<file path="config.mk">
export PLATFORM = sky130hd
export DESIGN_NAME = seven_segment_scan
export DESIGN_NICKNAME = d
export VERILOG_FILES = /design/src/rtl/seven_segment_pkg.sv /design/src/rtl/seven_segment_decoder.sv /design/src/rtl/seven_segment_scan.sv
export SDC_FILE = /design/constraint.sdc
export NUM_CORES = 1
export LEC_CHECK = 0
export CORE_UTILIZATION = 57
export DETAILED_ROUTE_END_ITERATION = 10
export HOLD_SLACK_MARGIN = 0.15
export PLACE_DENSITY = 0.79
export RECOVER_POWER = 100
export SYNTH_ARGS = -nofsm -noshare
export SYNTH_HDL_FRONTEND = slang
export SYNTH_SLANG_ARGS = --single-unit
</file>
<file path="constraint.sdc">
create_clock -name clk -period 3.45 [get_ports clk]
set_input_delay 0.69 -clock clk [delete_from_list [all_inputs] [get_ports clk]]
set_output_delay 0.69 -clock clk [all_outputs]
set_load 0.02 [all_outputs]
</file>
<file path="src/rtl/seven_segment_pkg.sv">
// Shared types and the hex font for the seven-segment scan controller.
// Segment bit order is {g,f,e,d,c,b,a}, active-high.
package seven_segment_pkg;

    typedef enum logic [1:0] {
        IDLE  = 2'd0,
        SHOW  = 2'd1,
        BLANK = 2'd2
    } scan_state_t;

    typedef logic [7:0] seg_t;

    localparam logic [6:0] HEX_SEG [16] = '{
        7'h3F, 7'h06, 7'h5B, 7'h4F, 7'h66, 7'h6D, 7'h7D, 7'h07,
        7'h7F, 7'h6F, 7'h77, 7'h7C, 7'h39, 7'h5E, 7'h79, 7'h71
    };

endpackage

</file>
<file path="src/rtl/seven_segment_decoder.sv">
// Combinational hex + decimal-point decoder; active_low inverts every output bit.
module seven_segment_decoder
    import seven_segment_pkg::*;
(
    input  logic [3:0] nibble,
    input  logic       dp,
    input  logic       active_low,
    output seg_t       seg
);

    always_comb seg = {dp, HEX_SEG[nibble]} ^ {8{active_low}};

endmodule

</file>
<file path="src/rtl/seven_segment_scan.sv">
// Time-multiplexed seven-segment scan controller with a per-digit write buffer.
// Define SEVEN_SEGMENT_SCAN_BLANK_EN to insert an all-off gap between digit slots.
module seven_segment_scan
    import seven_segment_pkg::*;
#(
    parameter int DIGITS       = 4,
    parameter int PRESCALE     = 50000,
    parameter int BLANK_CYCLES = 500,
    parameter int ACTIVE_LOW   = 1
) (
    input  logic                      clk,
    input  logic                      rst,
    input  logic                      wr_en,
    input  logic [$clog2(DIGITS)-1:0] wr_addr,
    input  logic [4:0]                wr_data,
    input  logic [DIGITS-1:0]         digit_en,
    output seg_t                      display_data,
    output logic [DIGITS-1:0]         select,
    output logic                      frame_tick
);

    localparam int AW      = $clog2(DIGITS);
    localparam int CNT_MAX = (PRESCALE > BLANK_CYCLES) ? PRESCALE : BLANK_CYCLES;
    localparam int CW      = $clog2(CNT_MAX);

    localparam logic [CW-1:0]     SHOW_LOAD = CW'(PRESCALE - 1);
`ifdef SEVEN_SEGMENT_SCAN_BLANK_EN
    localparam logic [CW-1:0]     BLANK_LOAD = CW'(BLANK_CYCLES - 1);
`endif
    localparam logic              POLARITY  = (ACTIVE_LOW != 0);
    localparam logic [DIGITS-1:0] SEL_OFF   = {DIGITS{POLARITY}};
    localparam seg_t              SEG_OFF   = {8{POLARITY}};

    scan_state_t   state, state_n;
    logic [AW-1:0] cur, cur_n, first_idx, next_idx;
    logic [CW-1:0] cnt, cnt_n;
    logic          tick_n, wrap;
    logic [4:0]    buffer [DIGITS];
    logic [4:0]    dec_in;
    seg_t          dec_seg;

    always_ff @(posedge clk or negedge rst) begin
        if (!rst) begin
            for (int i = 0; i < DIGITS; i++) buffer[i] <= '0;
        end else if (wr_en && (int'(wr_addr) < DIGITS)) begin
            buffer[wr_addr] <= wr_data;
        end
    end

    // Loops run downward so the lowest index / shortest circular distance wins.
    always_comb begin
        first_idx = '0;
        for (int i = DIGITS - 1; i >= 0; i--) begin
            if (digit_en[i]) first_idx = AW'(i);
        end
        next_idx = cur;
        for (int k = DIGITS; k >= 1; k--) begin
            if (digit_en[(int'(cur) + k) % DIGITS]) next_idx = AW'((int'(cur) + k) % DIGITS);
        end
        wrap = (next_idx <= cur);
    end

    always_comb begin
        state_n = state;
        cur_n   = cur;
        cnt_n   = cnt;
        tick_n  = 1'b0;
        if (digit_en == '0) begin
            state_n = IDLE;
            cnt_n   = '0;
        end else begin
            case (state)
                IDLE: begin
                    state_n = SHOW;
                    cur_n   = first_idx;
                    cnt_n   = SHOW_LOAD;
                end
                SHOW: begin
                    // Losing the current enable ends the slot just like expiry.
                    if (cnt == '0 || !digit_en[cur]) begin
`ifdef SEVEN_SEGMENT_SCAN_BLANK_EN
                        state_n = BLANK;
                        cnt_n   = BLANK_LOAD;
`else
                        cur_n   = next_idx;
                        cnt_n   = SHOW_LOAD;
                        tick_n  = wrap;
`endif
                    end else begin
                        cnt_n = cnt - 1'b1;
                    end
                end
`ifdef SEVEN_SEGMENT_SCAN_BLANK_EN
                BLANK: begin
                    if (cnt == '0) begin
                        state_n = SHOW;
                        cur_n   = next_idx;
                        cnt_n   = SHOW_LOAD;
                        tick_n  = wrap;
                    end else begin
                        cnt_n = cnt - 1'b1;
                    end
                end
`endif
                default: begin
                    state_n = IDLE;
                    cnt_n   = '0;
                end
            endcase
        end
    end

    // Decode the digit that will be shown after this edge so select and data move together.
    assign dec_in = buffer[cur_n];

    seven_segment_decoder u_decoder (
        .nibble     (dec_in[3:0]),
        .dp         (dec_in[4]),
        .active_low (POLARITY),
        .seg        (dec_seg)
    );

    always_ff @(posedge clk or negedge rst) begin
        if (!rst) begin
            state        <= IDLE;
            cur          <= '0;
            cnt          <= '0;
            frame_tick   <= 1'b0;
            select       <= SEL_OFF;
            display_data <= SEG_OFF;
        end else begin
            state      <= state_n;
            cur        <= cur_n;
            cnt        <= cnt_n;
            frame_tick <= tick_n;
            if (state_n == SHOW) begin
                select       <= (DIGITS'(1) << cur_n) ^ SEL_OFF;
                display_data <= dec_seg;
            end else begin
                select       <= SEL_OFF;
                display_data <= SEG_OFF;
            end
        end
    end

endmodule

</file>
== Word level (Yosys, flattened, before mapping) ==
Memories as Yosys holds them, arrays and structs flattened.
Cells that the tools add are included.

* Bits in registers: 53
* Memory bits (read-only): 112
* Input bits: 14
* Word-level logic and storage cells: 91
* Memories kept: 1

* Add/sub/neg operators: 5
* Magnitude comparators: 10
* Equal/unequal tests: 2
* Shift operators: 1
* Mux-type cells: 43
* Bitwise gates (word level): 9
* Reduce and logical (&&, ||, !) cells: 10

{| class="wikitable"
|+ Memory list
! memory !! depth !! bits a word !! rd ports !! clocked after memory_dff !! wr ports !! line !! text
|-
| (no name shown) || 16 || 7 || 1 || 0 || 0 || seven_segment_decoder.sv:11 || <nowiki>always_comb seg = {dp, HEX_SEG[nibble]} ^ {8{active_low}};</nowiki>
|}

{| class="wikitable"
|+ Operators by type and width
! operator !! count
|-
| two-way mux 16 bit || 2
|-
| case mux 16 bit (2 select lines) || 1
|-
| two-way mux 2 bit || 11
|-
| bitwise mux 20 bit || 1
|-
| logical NOT 16 bit || 1
|-
| < comparator 3 x 4 -> 1 bit (second input constant) || 4
|-
| subtractor 16 x 1 -> 16 bit (second input constant) || 1
|-
| two-way mux 5 bit || 3
|-
| two-way mux 7 bit || 2
|-
| two-way mux 1 bit || 12
|-
| binary-select mux 1 bit (select 2 bit) || 5
|-
| binary-select mux 5 bit (select 2 bit) || 1
|-
| demux 5 bit (select 2 bit) || 1
|-
| two-way mux 8 bit || 1
|-
| inverter 8 bit || 1
|-
| case mux 2 bit (2 select lines) || 2
|-
| OR reduction 2 bit || 4
|-
| greater-or-equal comparator 3 bit (second input constant) || 2
|-
| inverter 2 -> 3 bit || 2
|-
| greater-or-equal comparator 5 bit (second input constant) || 1
|-
| inverter 4 -> 5 bit || 1
|-
| adder 2 x 1 -> 2 bit (second input constant) || 2
|-
| adder 2 bit (second input constant) || 2
|-
| bitwise AND 1 bit (first input constant) || 4
|-
| other kinds (12) || 13
|}

== Depth between registers and ports, before layout ==
* Depth after elaboration: 23
* Depth in mapped cells: 14
* Gate-level depth less buffers: 14

== Modules after synthesis ==
Synthesis repeated with hierarchy kept, for this count alone.

* Cells, all modules: 343
* Area, all modules: 3408.3 um^2

{| class="wikitable"
|+ Modules (own cells, without submodules)
! module !! instances !! cells an instance !! area each (um^2)
|-
| seven_segment_scan || 1 || 300 || 3040.4
|-
| seven_segment_decoder || 1 || 43 || 367.9
|}

== Worst setup path after synthesis ==
No wires, ideal clock.

* Kind: input -> register
* Start: in digit_en[1]
* End: reg display_data[3]
* Data arrival time: 3251 ps
* Data required time: 3356 ps
* Slack: 106 ps
* Stages: 11
* Buffers on the path: 0
* Cells stage by stage: or4_1 -> nand3_1 -> a21oi_2 -> a221oi_4 -> mux2i_1 -> mux2i_1 -> inv_1 -> ha_1 -> nor3_1 -> a2111oi_0 -> a31oi_1

* Word-level cells in the longest chain between the ends: 20
* Elaborated cells on any way between the ends: 38
* Those cells by class: eq/ne: 1; mux: 30; bitwise: 3; reduce/logical: 3; memory: 1

{| class="wikitable"
|+ RTL lines
! element !! line !! text
|-
| start: declaration || seven_segment_scan.sv:16 || <nowiki>input logic [DIGITS-1:0] digit_en,</nowiki>
|-
| binary-select mux 1 bit (select 2 bit) || seven_segment_scan.sv:58 || <nowiki>if (digit_en[(int'(cur) + k) % DIGITS]) next_idx = AW'((int'(cur) + k) % DIGITS);</nowiki>
|-
| two-way mux 1 bit (not written as such) (2 in a row) || seven_segment_scan.sv:58 ||
|-
| two-way mux 2 bit (4 in a row) || seven_segment_scan.sv:58 ||
|-
| two-way mux 2 bit || seven_segment_scan.sv:80 || <nowiki>if (cnt == '0 || !digit_en[cur]) begin</nowiki>
|-
| case mux 2 bit (2 select lines) || seven_segment_scan.sv:72 || <nowiki>case (state)</nowiki>
|-
| two-way mux 2 bit || seven_segment_scan.sv:68 || <nowiki>if (digit_en == '0) begin</nowiki>
|-
| inverter 2 -> 3 bit (not written as such) || seven_segment_scan.sv:114 || <nowiki>assign dec_in = buffer[cur_n];</nowiki>
|-
| binary-select mux 5 bit (select 2 bit) || seven_segment_scan.sv:114 ||
|-
| two-way mux 5 bit (not written as such) (2 in a row) || seven_segment_scan.sv:114 ||
|-
| inverter 4 -> 5 bit (not written as such) || seven_segment_decoder.sv:11 ||
|-
| memory read (16 x 7 bit) || - ||
|-
| two-way mux 7 bit (not written as such) (2 in a row) || seven_segment_decoder.sv:11 ||
|-
| inverter 8 bit (no source line) || - ||
|-
| two-way mux 8 bit (*) || seven_segment_scan.sv:136 || <nowiki>if (state_n == SHOW) begin</nowiki>
|-
| end signal: assignment || seven_segment_scan.sv:138 || <nowiki>display_data <= dec_seg;</nowiki>
|-
| end: declaration || seven_segment_scan.sv:17 || <nowiki>output seg_t display_data,</nowiki>
|}

Every way passes the cells marked *; elsewhere a longest branch is shown, timed or not. The select of a mux whose other input is x is not followed.
A chain may end at the register's enable or synchronous reset.

== Worst setup path in the final report ==
* Start: in digit_en[1]
* End: reg display_data[4]

* Word-level cells in the longest chain between the ends: 20
* Elaborated cells on any way between the ends: 38
* Those cells by class: eq/ne: 1; mux: 30; bitwise: 3; reduce/logical: 3; memory: 1

{| class="wikitable"
|+ RTL lines
! element !! line !! text
|-
| binary-select mux 1 bit (select 2 bit) || seven_segment_scan.sv:58 ||
|-
| two-way mux 1 bit (not written as such) (2 in a row) || seven_segment_scan.sv:58 ||
|-
| two-way mux 2 bit (4 in a row) || seven_segment_scan.sv:58 ||
|-
| two-way mux 2 bit || seven_segment_scan.sv:80 ||
|-
| case mux 2 bit (2 select lines) || seven_segment_scan.sv:72 ||
|-
| two-way mux 2 bit (*) || seven_segment_scan.sv:68 ||
|-
| named net cur_n[0] || seven_segment_scan.sv:35 || <nowiki>logic [AW-1:0] cur, cur_n, first_idx, next_idx;</nowiki>
|-
| inverter 2 -> 3 bit (not written as such) (*) || seven_segment_scan.sv:114 ||
|-
| binary-select mux 5 bit (select 2 bit) (*) || seven_segment_scan.sv:114 ||
|-
| two-way mux 5 bit (not written as such) (*) (2 in a row) || seven_segment_scan.sv:114 ||
|-
| inverter 4 -> 5 bit (not written as such) (*) || seven_segment_decoder.sv:11 ||
|-
| memory read (16 x 7 bit) (*) || - ||
|-
| two-way mux 7 bit (not written as such) (*) (2 in a row) || seven_segment_decoder.sv:11 ||
|-
| inverter 8 bit (no source line) (*) || - ||
|-
| two-way mux 8 bit (*) || seven_segment_scan.sv:136 ||
|}

Mark *: on every way through the listed nets, which the timed path passes. The rest lies on a longest branch. The select of a mux whose other input is x is not followed.

==> metrics.md <==
| Metric | Value |
|---|---|
| Slew @ Worst Pin | 1.382 ns |
| Synth Cell Area | 2861 um^2 |
| Startpoint Class | input pin |
| DR pass1 iterations | 4 |
| Die Width | 72.86 um |
| Crit path DAT | 3.55 ns |
| Count of clock tree sinks | between 50 and 60 |
| Synth Area in Adders | around 4.4% |
| Async SR Flop Fraction | 100.0% |
| DR WL/cell | 15.29 um |
| CP max FO | 6 |
| Number of enable flip-flop cells after synthesis | 0 |
| Hold WC Path Type | flop to flop |
| Synth Instances | 257 |
| Post-Synth XOR/XNOR Area | 3.673% |
| Initial Util | 59.79% |
| Routed WL | 5872 um |
| Final min period | 3.330 ns |
| Die area | 5308 um^2 |
| Fmax | ~0.30 GHz |
| DRC viols | 0 |
| Clock tree buffer depth | 2 |
| Top_reg_cell synth | dfrtp_1 |
| Buffers on Ports | 26 |
| Antenna Nets Post-Route | 0 |
| GRT Residual Overflow | 0 |
| Mean Syn Cell Area | 11.13 um^2 |
| Clock latency on the worst-skew pair | 0.31 ns |
| Post-CTS Setup Bufs | 0 |
| First-pass GRT wire length | 9825 um |
| Yosys reg bits | 53 |
| Antenna Cells | 0 |
| Rel. slew slack | under 10% |
| Max Slew Vio Count | 0 |
| Hold Violations, Final | 0 |
| Pleak | roughly 1.5 nW |
| Vias | 2208 |
| Status | finished, final reports clean |
| Setup ws final | between 0.1 and 0.15 ns |
| Seq/Total Area, Yosys | 46.87% |
| Largest family of logic cells by synthesized area | simple AND/OR/NAND/NOR gates |
| IR drop worst, VDD | 405.2 uV |
| Synth warn | 0 |
| # nets final | 340 |
| P&R area growth vs syn | 23.74% |
| Largest net degree at the start of global routing | 28 |
| Number of fill cells | roughly 340 |
| Endpoints failing setup | 0 |
| Setup CP Type | input pin to flop |
| Pre-CTS setup slack | -0.1863 ns |
| Mux cell area share after synthesis | between 10% and 20% |
| Routability Congestion | between 0.8 and 0.9 |
| CTS tree | yes |
| Vias per std cell | roughly 5.8 |
| Core Area | approximately 4800 um^2 |
| Clk slew on worst S/H paths | 0.10 ns |
| Mapped Nets | between 200 and 300 |
| Share of layout cells above drive strength 1 | 31.23% |
| Half-perimeter wire length after placement | 4268 um |
| Cts bufs inserted | 5 |
| Site Rows | 25 |
| Post-route clock period utilization | a little over nine tenths |
| Worst Setup End Kind | flop |
| 1st-iter DRT viols | 151 |
| Gr usage total | 24.19% |
| Yosys cell types | 52 |
| Ports | 27 |
| Max cap viols | 0 |
| Compound-Gate Fraction of Synth Area | 12.90% |
| Antenna violations before repair | 0 |
| Vias in the first global route | 2143 |
| Simple-Gate Fraction of Synth Area | between 15 and 20% |
| Die Ht | around 73 um |
| CTS Root Cell | clkbuf_8 |
| Critical Path RT | 3.67 ns |
| Final Skew | 0.005675 ns |
| Sum Neg Setup Slack | 0 ns |
| Pwr Density | 564.7 nW/um^2 |
| Htree depth | 2 |
[cells in the mapped netlist, types with 6 or more instances]
cell type | number | area (um^2)
ha_1 | 10 | 125.1
mux2_2 | 21 | 236.5
xor2_1 | 6 | 52.55
inv_1 | 9 | 33.78
mux2i_1 | 14 | 140.1
xnor2_1 | 6 | 52.55
nand2_1 | 18 | 67.56
nor3_1 | 8 | 40.04
nand3_1 | 9 | 45.04
nor2_1 | 18 | 67.56
dfrtp_1 | 41 | 1026
dfstp_2 | 12 | 315.3
a21oi_1 | 14 | 70.07
[where the power goes]
part	internal, mW	total (mW)	switching [mW]
Sequential	0.746	0.814	0.0676
Clock	0.167	0.375	0.208
Combinational	0.393	0.811	0.417
[area by class of cell]
type | count | area (um^2) | share of cell area [%]
well taps | 67 | 83.83 | 2.367
clock buffers | 6 | 82.58 | 2.332
flip-flops and latches | 53 | 1341 | 37.88
multi-input cells | 186 | 1478 | 41.73
repair buffers | 58 | 490.5 | 13.85
clock inverters | 2 | 17.52 | 0.4947
inverters | 12 | 47.55 | 1.343
[placed cells by master, fill, tap and decap left out, types with 3 or more instances in the layout]
cell type	n
buf_4	31
o21ai_0	4
inv_1	9
nor4_1	3
dfrtp_1	41
nand3_1	8
dfstp_2	12
nor2_1	18
nand2b_1	4
clkdlybuf4s50_1	11
dlygate4sd3_1	14
a211oi_2	4
a21oi_1	14
mux2_2	21
a31oi_1	4
xnor2_1	6
clkbuf_8	6
nand2_1	19
xor2_1	6
ha_1	9
mux2i_1	12
o221ai_1	3
nor3_1	7
a221oi_1	4
[stage by stage]
stage                     utilization, %  cell area [um^2]  hold slack (ns)  total power [mW]  cells
after detailed placement           71.06              3401           0.4980             1.598    376
after floorplan                        -              2861           0.3944             1.294    257
after global placement             71.06              3401           0.4887             1.571    376
final                              73.99              3541           0.5173             1.999    384
after CTS                          73.15              3501           0.3795             1.977    384
after global routing               73.99              3541           0.5350             2.113    384
[state kept, by name (all words and copies together) (netlist names)]
| signal | flops |
|---|---|
| buffer | 20 |
| cnt | 16 |
| display_data | 8 |
| select | 4 |
| cur | 2 |
| state | 2 |
| frame_tick | 1 |
[what timing repair did]
| action | in CTS | in global routing |
|---|---|---|
| endpoints found under the setup margin | 0 | 3 |
| hold buffers | 0 | 0 |
| resized for setup | 0 | 10 |
[worst max-delay path, cell delays in order]
cell and delay [ns]:
clkdlybuf4s50_1 0.44, buf_4 0.17, mux2i_2 0.20, nor2_1 0.09, o31a_1 0.33, a221oi_4 0.38, buf_4 0.22, inv_4 0.06
a211oi_2 0.36, or2_4 0.23, mux2i_1 0.21, o221ai_1 0.16
[final timing paths]
check                           cells past startpoint  slack (ns)   startpoint              end
worst max-delay path                               12        0.12  digit_en[1]  display_data[4]
worst min-delay path                                1        0.52    buffer[6]        buffer[6]
worst max register to register                     10        0.32       cnt[3]  display_data[4]
worst min register to register                      1        0.52    buffer[6]        buffer[6]
max in group asynchronous                           2        0.87          rst        buffer[8]
min in group asynchronous                           1        0.68          rst           cnt[7]
[routing by layer]
layer / wire length, um / GRT usage, %
met1: 2726 / 34.06
met2: 2828 / 38.32
met3: 243 / 4.144
met4: 74 / 7.625
met5: 0 / 0
[cells by family (layout without fill, tap and decap cells)]
family | after synthesis | count (layout)
fa+ha+maj | 10 | 10
buf+inv | 18 | 78
xor+xnor | 12 | 12
flops | 53 | 53
mux | 35 | 35
compound gates | 45 | 45
other cells | 1 | 1
simple gates | 83 | 83
(Power assumes the default switching activity.)
